[config.mk]
export PLATFORM = sky130hd
export DESIGN_NAME = branch_ctrl
export DESIGN_NICKNAME = d
export VERILOG_FILES = /design/src/rtl/branch_pkg.sv /design/src/rtl/branch_decide.sv /design/src/rtl/branch_ctrl.sv
export SDC_FILE = /design/constraint.sdc
export NUM_CORES = 1
export LEC_CHECK = 0
export CAP_MARGIN = 20
export CORE_MARGIN = 5
export CORE_UTILIZATION = 36
export DETAILED_ROUTE_END_ITERATION = 16
export PLACE_DENSITY_LB_ADDON = 0.08
export SYNTH_ARGS = -nofsm -noshare
export SYNTH_HDL_FRONTEND = slang
export SYNTH_SLANG_ARGS = --single-unit
[constraint.sdc]
create_clock -name clk -period 2.15 [get_ports clk]
set_clock_uncertainty 0.1 [all_clocks]
set_input_delay 0.43 -clock clk [delete_from_list [all_inputs] [get_ports clk]]
set_output_delay 0.43 -clock clk [all_outputs]
set_load 0.02 [all_outputs]
[src/rtl/branch_pkg.sv]
// Shared definitions for the EX-stage branch resolution controller.
// Holds the RV32I branch funct3 encodings and the redirect/squash FSM state type.
// No logic here; imported by branch_decide and branch_ctrl.
package branch_pkg;

  localparam logic [2:0] F3_BEQ  = 3'b000;
  localparam logic [2:0] F3_BNE  = 3'b001;
  localparam logic [2:0] F3_BLT  = 3'b100;
  localparam logic [2:0] F3_BGE  = 3'b101;
  localparam logic [2:0] F3_BLTU = 3'b110;
  localparam logic [2:0] F3_BGEU = 3'b111;

  typedef enum logic [1:0] {
    IDLE     = 2'd0,
    REDIRECT = 2'd1,
    FLUSH    = 2'd2
  } br_state_t;

endpackage

[src/rtl/branch_decide.sv]
// Branch decision: funct3 + comparator eq/lt + jump -> taken / reserved-encoding flag.
// Latency: purely combinational, zero cycles.
// Backpressure: none; qualification by valid/stall/FSM state happens in the caller.
module branch_decide
  import branch_pkg::*;
(
  input  logic [2:0] funct3_i,
  input  logic       eq_i,
  input  logic       lt_i,
  input  logic       jump_i,
  output logic       taken_o,
  output logic       illegal_o
);

  // Decode funct3 into a taken decision; jumps override everything.
  // The comparator already applies signedness via br_un, so BLT/BLTU
  // and BGE/BGEU share the same lt polarity here.
  always_comb begin
    taken_o   = 1'b0;
    illegal_o = 1'b0;
    unique case (funct3_i)
      F3_BEQ:  taken_o = eq_i;
      F3_BNE:  taken_o = !eq_i;
      F3_BLT:  taken_o = lt_i;
      F3_BGE:  taken_o = !lt_i;
      F3_BLTU: taken_o = lt_i;
      F3_BGEU: taken_o = !lt_i;
      default: illegal_o = 1'b1;
    endcase
    if (jump_i) begin
      taken_o   = 1'b1;
      illegal_o = 1'b0;
    end
  end

endmodule

[src/rtl/branch_ctrl.sv]
// EX-stage branch controller: resolves branches/jumps, issues fetch redirect, squashes wrong path.
// Latency: squash same cycle as resolution; redirect_valid one cycle later; FLUSH_DEPTH squash cycles after accept.
// Backpressure: redirect held stable until redirect_ready; stall blocks resolution only in IDLE.
// Optional: define BRANCH_CTRL_STATS_EN to build the br_total/br_taken counters (else tied to 0).
module branch_ctrl
  import branch_pkg::*;
#(
  parameter int XLEN        = 32,
  parameter int FLUSH_DEPTH = 2,
  parameter int CNT_W       = 32
) (
  input  logic             clk,
  input  logic             rst_n,
  input  logic             ex_valid,
  input  logic             ex_branch,
  input  logic             ex_jump,
  input  logic [2:0]       ex_funct3,
  input  logic [XLEN-1:0]  ex_target,
  input  logic             stall,
  input  logic             eq,
  input  logic             lt,
  output logic             br_un,
  output logic             redirect_valid,
  input  logic             redirect_ready,
  output logic [XLEN-1:0]  redirect_pc,
  output logic             squash,
  output logic             br_illegal,
  output logic [CNT_W-1:0] br_total,
  output logic [CNT_W-1:0] br_taken
);

  localparam int CW = (FLUSH_DEPTH < 2) ? 1 : $clog2(FLUSH_DEPTH + 1);

  br_state_t       state_q, state_d;
  logic            rv_q, rv_d;
  logic [XLEN-1:0] pc_q, pc_d;
  logic [CW-1:0]   cnt_q, cnt_d;
  logic            ill_q, ill_d;

  logic taken;
  logic illegal;
  logic resolve;

  branch_decide u_decide (
    .funct3_i  (ex_funct3),
    .eq_i      (eq),
    .lt_i      (lt),
    .jump_i    (ex_jump),
    .taken_o   (taken),
    .illegal_o (illegal)
  );

  // funct3[1] distinguishes BLTU/BGEU from BLT/BGE; driven for every encoding.
  assign br_un = ex_funct3[1];

  // Anything arriving while the FSM is busy is wrong-path and never resolves.
  assign resolve = ex_valid & !stall & (ex_branch | ex_jump) & (state_q == IDLE);

  assign squash         = (resolve & taken) | (state_q != IDLE);
  assign redirect_valid = rv_q;
  assign redirect_pc    = pc_q;
  assign br_illegal     = ill_q;

  // Next-state logic for the redirect handshake and bounded squash window.
  always_comb begin
    state_d = state_q;
    rv_d    = rv_q;
    pc_d    = pc_q;
    cnt_d   = cnt_q;
    ill_d   = resolve & ex_branch & illegal;
    unique case (state_q)
      IDLE: begin
        if (resolve && taken) begin
          state_d = REDIRECT;
          rv_d    = 1'b1;
          pc_d    = ex_target;
        end
      end
      REDIRECT: begin
        if (redirect_ready) begin
          rv_d = 1'b0;
          if (FLUSH_DEPTH == 0) begin
            state_d = IDLE;
          end else begin
            state_d = FLUSH;
            cnt_d   = CW'(FLUSH_DEPTH);
          end
        end
      end
      FLUSH: begin
        cnt_d = cnt_q - CW'(1);
        if (cnt_q == CW'(1)) begin
          state_d = IDLE;
        end
      end
      default: begin
        state_d = IDLE;
        rv_d    = 1'b0;
      end
    endcase
  end

  // State and handshake registers, synchronous active-low reset.
  always_ff @(posedge clk) begin
    if (!rst_n) begin
      state_q <= IDLE;
      rv_q    <= 1'b0;
      pc_q    <= '0;
      cnt_q   <= '0;
      ill_q   <= 1'b0;
    end else begin
      state_q <= state_d;
      rv_q    <= rv_d;
      pc_q    <= pc_d;
      cnt_q   <= cnt_d;
      ill_q   <= ill_d;
    end
  end

`ifdef BRANCH_CTRL_STATS_EN
  logic [CNT_W-1:0] total_q, total_d;
  logic [CNT_W-1:0] taken_q, taken_d;

  // Statistics: conditional branches resolved, and all taken branches/jumps; wrap naturally.
  always_comb begin
    total_d = total_q;
    taken_d = taken_q;
    if (resolve && ex_branch && !ex_jump) total_d = total_q + CNT_W'(1);
    if (resolve && taken)                 taken_d = taken_q + CNT_W'(1);
  end

  // Counter registers.
  always_ff @(posedge clk) begin
    if (!rst_n) begin
      total_q <= '0;
      taken_q <= '0;
    end else begin
      total_q <= total_d;
      taken_q <= taken_d;
    end
  end

  assign br_total = total_q;
  assign br_taken = taken_q;
`else
  assign br_total = '0;
  assign br_taken = '0;
`endif

endmodule

==> impl_metrics.ini <==
[critical_path]
critPathKind = input port to output pin
worstReg2RegEnd = redirect_pc[7]
crit_chain = dlygate4sd2_1 -> nand2b_2 -> a21o_4 -> o211a_2 -> or3_4 -> buf_6
cp_data_required_time_ps = 1620
crit_path_max_incr_delay_ps = 330
cp-startpoint = ex_funct3[1]
cpMaxStageDelayCell = or3_4
reg2reg_slack_ps = 300
r2r_cells = 5
critPathArrivalTime_ps = 1530
cp-start-kind = input port
critPathCaptureType = output pin
r2r_start = state_q[1]
critical_path.max_fanout = 2

[hold_path]
hp-class = flop to flop
hold_depth = 2
whs_endpoint = redirect_pc[18]
min-delay-start = redirect_pc[18]

[timing]
hold_viol_final = 0
period_minus_slack_ps = 2055
holdWs_ps = 356.5
post-route-period-util_pct = 95.60
clock.fmax_mhz = 486.5
setup-tns-final_ps = 0
maxSlewHeadroom_pct = 62.28
setup_viol = 0
maxSlewViolCount = 0
rsz0062_at_grt = false
setup_slack_ps = 94.65
worst_pin_slew_ps = 565.9

[drt]
antenna_left = 0
wl_per_cell_um = 10.95
wl_met2_um = 2166
route.met3.wl_um = 401
drt_pass1_iterations = 2
m1WireLength_um = 1743
top_layer_used = met4
vias = 1550
vias_per_cell = 3.924
drc = 0
drt_iter0_markers = 48
wl_um = 4327

[die]
boundaryPins = 144
start_util_pct = 36.38
die_width_um = 86.89
core-area_um2 = 5851
std_cell_rows = 28
die_y_um = 86.89
die-area_um2 = 7550

[place]
hpwl_um = 3236
portBuffers = 79
place.gp.congestion = 0.6678
pre_cts_ws_ps = -691.1

[cts]
cts_hold_buf = 0
tritoncts = built
cts_root_buf = clkbuf_8
clkLatencyLatePin_ps = 270
cts_max_path_buffers = 2
ctsHtreeMaxLevel = 2
path_clk_slew_ps = 70
numCtsBuffers = 5
clock-sinks = 38

[finish]
layout.nets = 365
final_cell_mix = 68 x clkdlybuf4s50_1, 65 x nand2_1, 64 x conb_1, 38 x dfxtp_1, 32 x mux2i_1
final_common_cell = clkdlybuf4s50_1
antenna_cells = 0
regArea_um2 = 760.7
drive_gt1_share_pct = 7.187
syn_to_final_growth_pct = 31.22
multi_input_area_um2 = 1011
fillers = 608
post-route-util_pct = 47.73

[global_routing]
grt_pass1_vias = 1361
overflow = 0
antenna_found_initial = 0
grt.total_usage_pct = 10.84
grt_pass1_wl_um = 6541
grt_max_degree = 46

[flow_run]
drv_cap = 0

[synth]
avgSynthCellArea_um2 = 8.795
synth-seq-cells = 38
yosys_warnings = 0
ys_seq_area_share_pct = 35.74
synth.distinct_cells = 28
syn_inst = 242
syn_area_um2 = 2128

[run_status]
outcome = finished, final reports clean

[power_and_ir_drop]
ir_worst_vdd_v = 0.0003379
power_mw = 1.610
cellLeakagePower_nw = 1.171
power_density_nw_per_um2 = 576.5
report_power, final:
| group | internal, mW | switching, mW | total (mW) |
|---|---|---|---|
| Combinational | 0.177 | 0.236 | 0.413 |
| Sequential | 0.737 | 0.0173 | 0.754 |
| Clock | 0.223 | 0.219 | 0.442 |
metal layers:
layer | GRT usage [%] | vias up
met1 | 13.84 | 692
met5 | 0 | -
met4 | 2.975 | 0
li1 | - | 792
met2 | 17.39 | 64
met3 | 3.690 | 2
stage by stage:
step / instances / area (um2)
floorplan: 305 / 2365
global placement: 387 / 2706
detailed placement: 387 / 2706
CTS: 394 / 2776
global route: 395 / 2793
finish: 395 / 2793
registers in the layout (all words and copies together) (netlist names):
name            flops
br_illegal          1
cnt_q               2
state_q             2
redirect_valid      1
redirect_pc        32
worst max-delay path: cells and delay by family:
family | cells | cell delay [ps]
compound gates | 2 | 330
buf+inv | 2 | 360
simple gates | 2 | 410
what timing repair did:
item | 4_1_cts | 5_1_grt
setup buffers | 0 | 1
gates cloned | 0 | 0
gates resized for setup | 24 | 2
endpoints found under the hold margin | 0 | 0
pin swaps | 3 | 3
setup endpoints to repair | 1 | 1
how the worst max path moves through the flow:
stage          slack [ps]  endpoint
2_1_floorplan         160    squash
3_3_place_gp         -700    squash
3_5_place_dp         -690    squash
4_1_cts                20    squash
5_1_grt                50    squash
6_report               90    squash
cell type report:
| class | instances | area share (%) |
|---|---|---|
| inverter | 4 | 0.5376 |
| sequential | 38 | 27.24 |
| timing repair buffer | 86 | 29.93 |
| clock buffer | 7 | 2.733 |
| tap | 75 | 3.360 |
| multi-input combinational | 185 | 36.20 |
cell usage after synthesis:
cell type / instances / area, um2
a211oi_1: 1 / 7.510
a21o_4: 1 / 15.01
a21oi_1: 3 / 15.01
a22oi_1: 1 / 7.510
and2_1: 1 / 6.260
and3_1: 1 / 6.260
buf_12: 3 / 60.06
buf_2: 2 / 10.01
buf_4: 65 / 488.0
buf_6: 1 / 11.26
clkbuf_1: 7 / 26.28
conb_1: 1 / 3.750
dfxtp_1: 38 / 760.7
ha_1: 1 / 12.51
inv_1: 4 / 15.01
mux2i_1: 33 / 330.3
nand2_1: 65 / 244.0
nand2b_2: 1 / 8.760
nor2_1: 1 / 3.750
nor2b_1: 2 / 12.51
nor3b_1: 1 / 7.510
nor4b_2: 1 / 15.01
o2111a_1: 1 / 11.26
o211a_1: 2 / 20.02
o21ai_0: 2 / 10.01
o21ai_1: 1 / 5.000
or3_1: 1 / 6.260
xnor2_1: 1 / 8.760
cell families after synthesis:
family | Yosys count | share of synthesized area [%]
multiplexers | 33 | 15.52
adder cells (fa/ha/maj) | 1 | 0.5878
flip-flops | 38 | 35.74
XOR/XNOR | 1 | 0.4116
AND/OR/NAND/NOR | 74 | 14.58
other | 1 | 0.1762
buffers and inverters | 82 | 28.69
AO/OA/AOI/OAI | 12 | 4.291
Note: power is estimated with default switching activity, not from simulation.
